`config.mk`:
```
export PLATFORM = sky130hd
export DESIGN_NAME = sm_sub_serial
export DESIGN_NICKNAME = d
export VERILOG_FILES = /design/src/rtl/sm_sub_serial.sv
export SDC_FILE = /design/constraint.sdc
export NUM_CORES = 1
export LEC_CHECK = 0
export BUFFER_PORTS_ARGS = -buffer_cell sky130_fd_sc_hd__buf_2
export CAP_MARGIN = 5
export CORE_MARGIN = 10
export CORE_UTILIZATION = 31
export DETAILED_ROUTE_END_ITERATION = 8
export GPL_ROUTABILITY_DRIVEN = 0
export GPL_TIMING_DRIVEN = 0
export MAX_ROUTING_LAYER = met4
export PLACE_DENSITY = 0.58
export SLEW_MARGIN = 20
export SYNTH_ARGS = -nofsm -noshare
export SYNTH_HDL_FRONTEND = slang
export SYNTH_SLANG_ARGS = --single-unit
```
`constraint.sdc`:
```
create_clock -name clk -period 2.28 [get_ports clk]
set_input_delay 0.228 -clock clk [delete_from_list [all_inputs] [get_ports clk]]
set_output_delay 0.228 -clock clk [all_outputs]
set_load 0.05 [all_outputs]
```
`src/rtl/sm_sub_serial.sv`:
```
// rtl/sm_sub_serial.sv - bit-serial sign-magnitude subtractor (result = num1 - num2)
//
// Purpose:
//   Computes num1 - num2 on sign-magnitude operands one magnitude bit per
//   clock, LSB first. Same-sign-effective operands are added serially;
//   otherwise magnitudes are subtracted serially, and a final borrow
//   triggers a second serial pass that two's-complements the difference.
//
// Ports:
//   clk       rising-edge clock
//   rst       asynchronous active-high reset
//   start     operation request, sampled only in IDLE
//   num1      minuend   {sign, MAG_W-bit magnitude}, captured on accept
//   num2      subtrahend {sign, MAG_W-bit magnitude}, captured on accept
//   busy      high while an operation is in progress
//   done      one-cycle pulse; result/zeroflag valid from this cycle
//   result    {sign, (MAG_W+1)-bit magnitude}, registered
//   zeroflag  high when the result magnitude is zero, registered
//
// MAG_W must be at least 2.

module sm_sub_serial #(
  parameter int MAG_W = 2
) (
  input  logic             clk,
  input  logic             rst,
  input  logic             start,
  input  logic [MAG_W:0]   num1,
  input  logic [MAG_W:0]   num2,
  output logic             busy,
  output logic             done,
  output logic [MAG_W+1:0] result,
  output logic             zeroflag
);

  localparam int CW = (MAG_W < 2) ? 1 : $clog2(MAG_W);
  localparam logic [CW-1:0] LAST_CNT = CW'(MAG_W - 1);

  typedef enum logic [1:0] {
    IDLE,
    SERIAL,
    FIX,
    DONE
  } state_t;

  state_t state, state_nxt;

  logic             s1;
  logic             s2e;
  logic [MAG_W-1:0] m1_sr;
  logic [MAG_W-1:0] m2_sr;
  logic [MAG_W-1:0] mag_lo;
  logic             mag_hi;
  logic             sign;
  logic             cb;
  logic [CW-1:0]    cnt;

  logic             add_mode;
  logic             bit_a;
  logic             bit_b;
  logic             bit_res;
  logic             add_cout;
  logic             sub_bout;
  logic             cb_nxt;
  logic             last_bit;
  logic             fix_bit;
  logic             fix_sum;
  logic             fix_carry;
  logic [MAG_W:0]   mag_full;
  logic             mag_zero;

  // Serial bit datapath: one full adder / full subtractor sharing the flop cb.
  always_comb begin
    add_mode  = (s1 == s2e);
    bit_a     = m1_sr[0];
    bit_b     = m2_sr[0];
    bit_res   = bit_a ^ bit_b ^ cb;
    add_cout  = (bit_a & bit_b) | (cb & (bit_a ^ bit_b));
    sub_bout  = (~bit_a & bit_b) | (~(bit_a ^ bit_b) & cb);
    cb_nxt    = add_mode ? add_cout : sub_bout;
    last_bit  = (cnt == LAST_CNT);
    // Two's-complement pass: invert each bit and ripple the +1 through cb.
    fix_bit   = ~mag_lo[0];
    fix_sum   = fix_bit ^ cb;
    fix_carry = fix_bit & cb;
    mag_full  = {mag_hi, mag_lo};
    mag_zero  = (mag_full == '0);
  end

  always_ff @(posedge clk or posedge rst) begin
    if (rst) begin
      state <= IDLE;
    end else begin
      state <= state_nxt;
    end
  end

  always_comb begin
    state_nxt = state;
    case (state)
      IDLE: begin
        if (start) begin
          state_nxt = SERIAL;
        end
      end
      SERIAL: begin
        if (last_bit) begin
          // A final borrow means |num1| < |num2|: the difference is negative.
          if (!add_mode && cb_nxt) begin
            state_nxt = FIX;
          end else begin
            state_nxt = DONE;
          end
        end
      end
      FIX: begin
        if (last_bit) begin
          state_nxt = DONE;
        end
      end
      DONE: begin
        state_nxt = IDLE;
      end
      default: begin
        state_nxt = IDLE;
      end
    endcase
  end

  assign busy = (state != IDLE);

  always_ff @(posedge clk or posedge rst) begin
    if (rst) begin
      s1       <= 1'b0;
      s2e      <= 1'b0;
      m1_sr    <= '0;
      m2_sr    <= '0;
      mag_lo   <= '0;
      mag_hi   <= 1'b0;
      sign     <= 1'b0;
      cb       <= 1'b0;
      cnt      <= '0;
      done     <= 1'b0;
      result   <= '0;
      zeroflag <= 1'b0;
    end else begin
      done <= 1'b0;
      case (state)
        IDLE: begin
          if (start) begin
            s1     <= num1[MAG_W];
            // Subtraction is addition of the negated subtrahend.
            s2e    <= ~num2[MAG_W];
            m1_sr  <= num1[MAG_W-1:0];
            m2_sr  <= num2[MAG_W-1:0];
            mag_lo <= '0;
            mag_hi <= 1'b0;
            sign   <= 1'b0;
            cb     <= 1'b0;
            cnt    <= '0;
          end
        end
        SERIAL: begin
          mag_lo <= {bit_res, mag_lo[MAG_W-1:1]};
          m1_sr  <= m1_sr >> 1;
          m2_sr  <= m2_sr >> 1;
          cb     <= cb_nxt;
          if (last_bit) begin
            cnt <= '0;
            if (add_mode) begin
              mag_hi <= cb_nxt;
              sign   <= s1;
            end else if (!cb_nxt) begin
              mag_hi <= 1'b0;
              sign   <= s1;
            end else begin
              // Seed the +1 of the two's-complement pass.
              cb     <= 1'b1;
              mag_hi <= 1'b0;
            end
          end else begin
            cnt <= cnt + CW'(1);
          end
        end
        FIX: begin
          mag_lo <= {fix_sum, mag_lo[MAG_W-1:1]};
          cb     <= fix_carry;
          if (last_bit) begin
            cnt    <= '0;
            mag_hi <= 1'b0;
            sign   <= s2e;
          end else begin
            cnt <= cnt + CW'(1);
          end
        end
        DONE: begin
          done     <= 1'b1;
          // No negative zero.
          result   <= {sign & ~mag_zero, mag_full};
          zeroflag <= mag_zero;
        end
        default: begin
          done <= 1'b0;
        end
      endcase
    end
  end

endmodule

```
==> results.json <==
{
  "status": "complete, no violations",
  "postCtsResizedCells": 0,
  "drtIter0Drc": 19,
  "vias_per_cell": 4.688,
  "yosysWarnings": 0,
  "ir_drop_mv": 0.5241,
  "endpoint": "busy",
  "final_common_cell": "dfrtp_1",
  "clkLatencyLatePin_ns": 0.31,
  "drc_errors": 0,
  "period_share": 0.7796,
  "max_slew_margin": 0.5033,
  "path_clk_slew_ns": 0.12,
  "antenna_found_initial": 0,
  "dieArea_um2": 6076,
  "dp_hpwl_um": 1505,
  "fmax_mhz": 562.6,
  "grt_max_degree": 21,
  "io_pins": 16,
  "hold_class": "in2async",
  "cts_root_buf": "clkbuf_4",
  "arrival_ns": 1.55,
  "cts_hold_buf": 0,
  "rsz0062_at_grt": "false",
  "finalMaxSlewViolations": 0,
  "gr-total-overflow": 0,
  "finalCriticalPeriod_ns": 1.778,
  "fillers": 321,
  "start_util": 0.3328,
  "synthCells": 97,
  "synth_nets": 112,
  "worstReg2RegEnd": "sign",
  "cts_made_buffers": 3,
  "n_antenna_cell": 0,
  "tightest_slew_ns": 0.7442,
  "power_density_nw_per_um2": 1500,
  "coreArea_um2": 3128,
  "seq_area_frac_synth": 0.4808,
  "drt-pass1-iter-count": 4,
  "critPathCaptureType": "primary output",
  "r2r_cells": 7,
  "r2r_slack_ns": 0.56,
  "whs_ns": 0.02846,
  "r2r_start": "state[0]",
  "cts_buffer_depth": 2,
  "rows": 20,
  "postSynthAreaPerCell_um2": 10.73,
  "die_y_um": 77.95,
  "io_buffers": 15,
  "skew_ns": 0.006928,
  "numClockSinks": 20,
  "cp-startpoint": "state[0]",
  "grt_usage": 0.06901,
  "dr_total_vias": 750,
  "h-tree-depth": 1,
  "power.leakage_uw": 0.0005977,
  "finalSetupViolCount": 0,
  "hold_viol": 0,
  "cts_tree": "yes",
  "start_kind": "register",
  "synth_cell_types": 33,
  "grt_pass1_wl_um": 3401,
  "antenna_left": 0,
  "areaGrowthSynthToFinish_pct": 17.55,
  "place_area_um2": 1171,
  "postCtsSetupBuffers": 0,
  "final_cell_mix": "dfrtp_1, buf_2, nand2_1",
  "final_nets": 132,
  "post-route-cell-area_um2": 1224,
  "required_ns": 2.05,
  "ys_ff_latch": 20,
  "wirelength_um": 1877,
  "wl_per_cell_um": 11.73,
  "crit_type": "reg2out",
  "die_x_um": 77.95,
  "drv_cap": 0,
  "layout-drive-gt1-share": 0.3017,
  "grt_pass1_vias": 776,
  "syn_area_um2": 1041,
  "fin_setup_tns_ns": 0,
  "worst-path-max-fanout": 10
}
area by class of cell:
type	count	area [um2]	share of cell area
plain buffers	3	15.01	0.01227
repair buffers	15	75.07	0.06135
clock inverters	1	30.03	0.02454
multi-input cells	68	503.0	0.4110
inverters	6	22.52	0.01840
well taps	44	55.05	0.04499
clock buffers	3	22.52	0.01840
flip-flops and latches	20	500.5	0.4090
per-layer routing:
metal  vias to the layer above  global-route usage  wire length, um
li1                        378                   -                -
met1                       347             0.08211              948
met2                        20              0.1003              786
met3                         5             0.02995              119
met4                         0             0.02688               23
met5                         -                   -                0
power breakdown:
group	switching, uW	internal [uW]	leakage [uW]
Clock	112	178	0.0000279
Sequential	102	479	0.000259
Combinational	596	368	0.000311
Total	810	1030	0.000598
through the flow:
step                      utilization  setup WS (ns)  cells  total power (uW)
after floorplan                     -         0.6851     97              1360
after detailed placement       0.3744         0.5718    156              1562
final                          0.3912         0.5024    160              1836
after global placement         0.3744         0.6044    156              1538
after CTS                      0.3912         0.4817    160              1855
after global routing           0.3912         0.3622    160              1983
critical path: stages, from the launching register on:
cell	delay, ns
dfrtp_1	0.43
inv_1	0.08
ha_1	0.19
buf_2	0.17
inv_1	0.10
buf_2	0.27
flip-flops by register name, summed over array words and instances, names as in the netlist:
signal	count
result	4
m1_sr	2
m2_sr	2
sign	1
s2e	1
mag_hi	1
zeroflag	1
cnt	1
s1	1
mag_lo	2
cb	1
done	1
state	2
cell families after synthesis:
group,Yosys count,share of synthesized area
adder cells (fa/ha/maj),6,0.07211
AO/OA/AOI/OAI,25,0.1671
multiplexers,8,0.08893
flip-flops,20,0.4808
AND/OR/NAND/NOR,26,0.1226
buffers and inverters,9,0.03605
XOR/XNOR,3,0.03246
cells in the mapped netlist:
master / number / area [um2]
a211oi_2: 1 / 12.51
a21boi_0: 1 / 7.510
a21oi_1: 3 / 15.01
a21oi_2: 1 / 8.760
a22o_1: 2 / 17.52
a22oi_1: 1 / 7.510
a32oi_1: 1 / 8.760
and3_1: 2 / 12.51
buf_2: 3 / 15.01
dfrtp_1: 20 / 500.5
ha_1: 6 / 75.07
inv_1: 6 / 22.52
mux2_2: 6 / 67.56
mux2_4: 1 / 15.01
mux2i_1: 1 / 10.01
nand2_1: 9 / 33.78
nand2b_2: 1 / 8.760
nand3_1: 3 / 15.01
nand3b_1: 1 / 7.510
nor2_1: 4 / 15.01
nor2_2: 1 / 6.260
nor2b_1: 3 / 18.77
nor3_1: 2 / 10.01
o211ai_1: 1 / 7.510
o21a_1: 1 / 7.510
o21ai_0: 7 / 35.03
o21ai_2: 1 / 8.760
o22ai_1: 1 / 6.260
o2bb2ai_1: 1 / 8.760
o31ai_1: 3 / 22.52
xnor2_1: 1 / 8.760
xnor2_2: 1 / 16.27
xor2_1: 1 / 8.760
worst min path at each step:
| stage | from | to | slack, ns | depth (start not counted) |
|---|---|---|---|---|
| final | rst | zeroflag | 0.03 | 2 |
| after detailed placement | rst | result[3] | 0.40 | 2 |
| after CTS | rst | result[3] | 0.05 | 2 |
| after global routing | rst | result[3] | 0.1 | 2 |
| after global placement | rst | result[3] | 0.40 | 2 |
| after floorplan | rst | cb | 0.19 | 1 |
No activity file was read; power rests on OpenSTA's default activity.
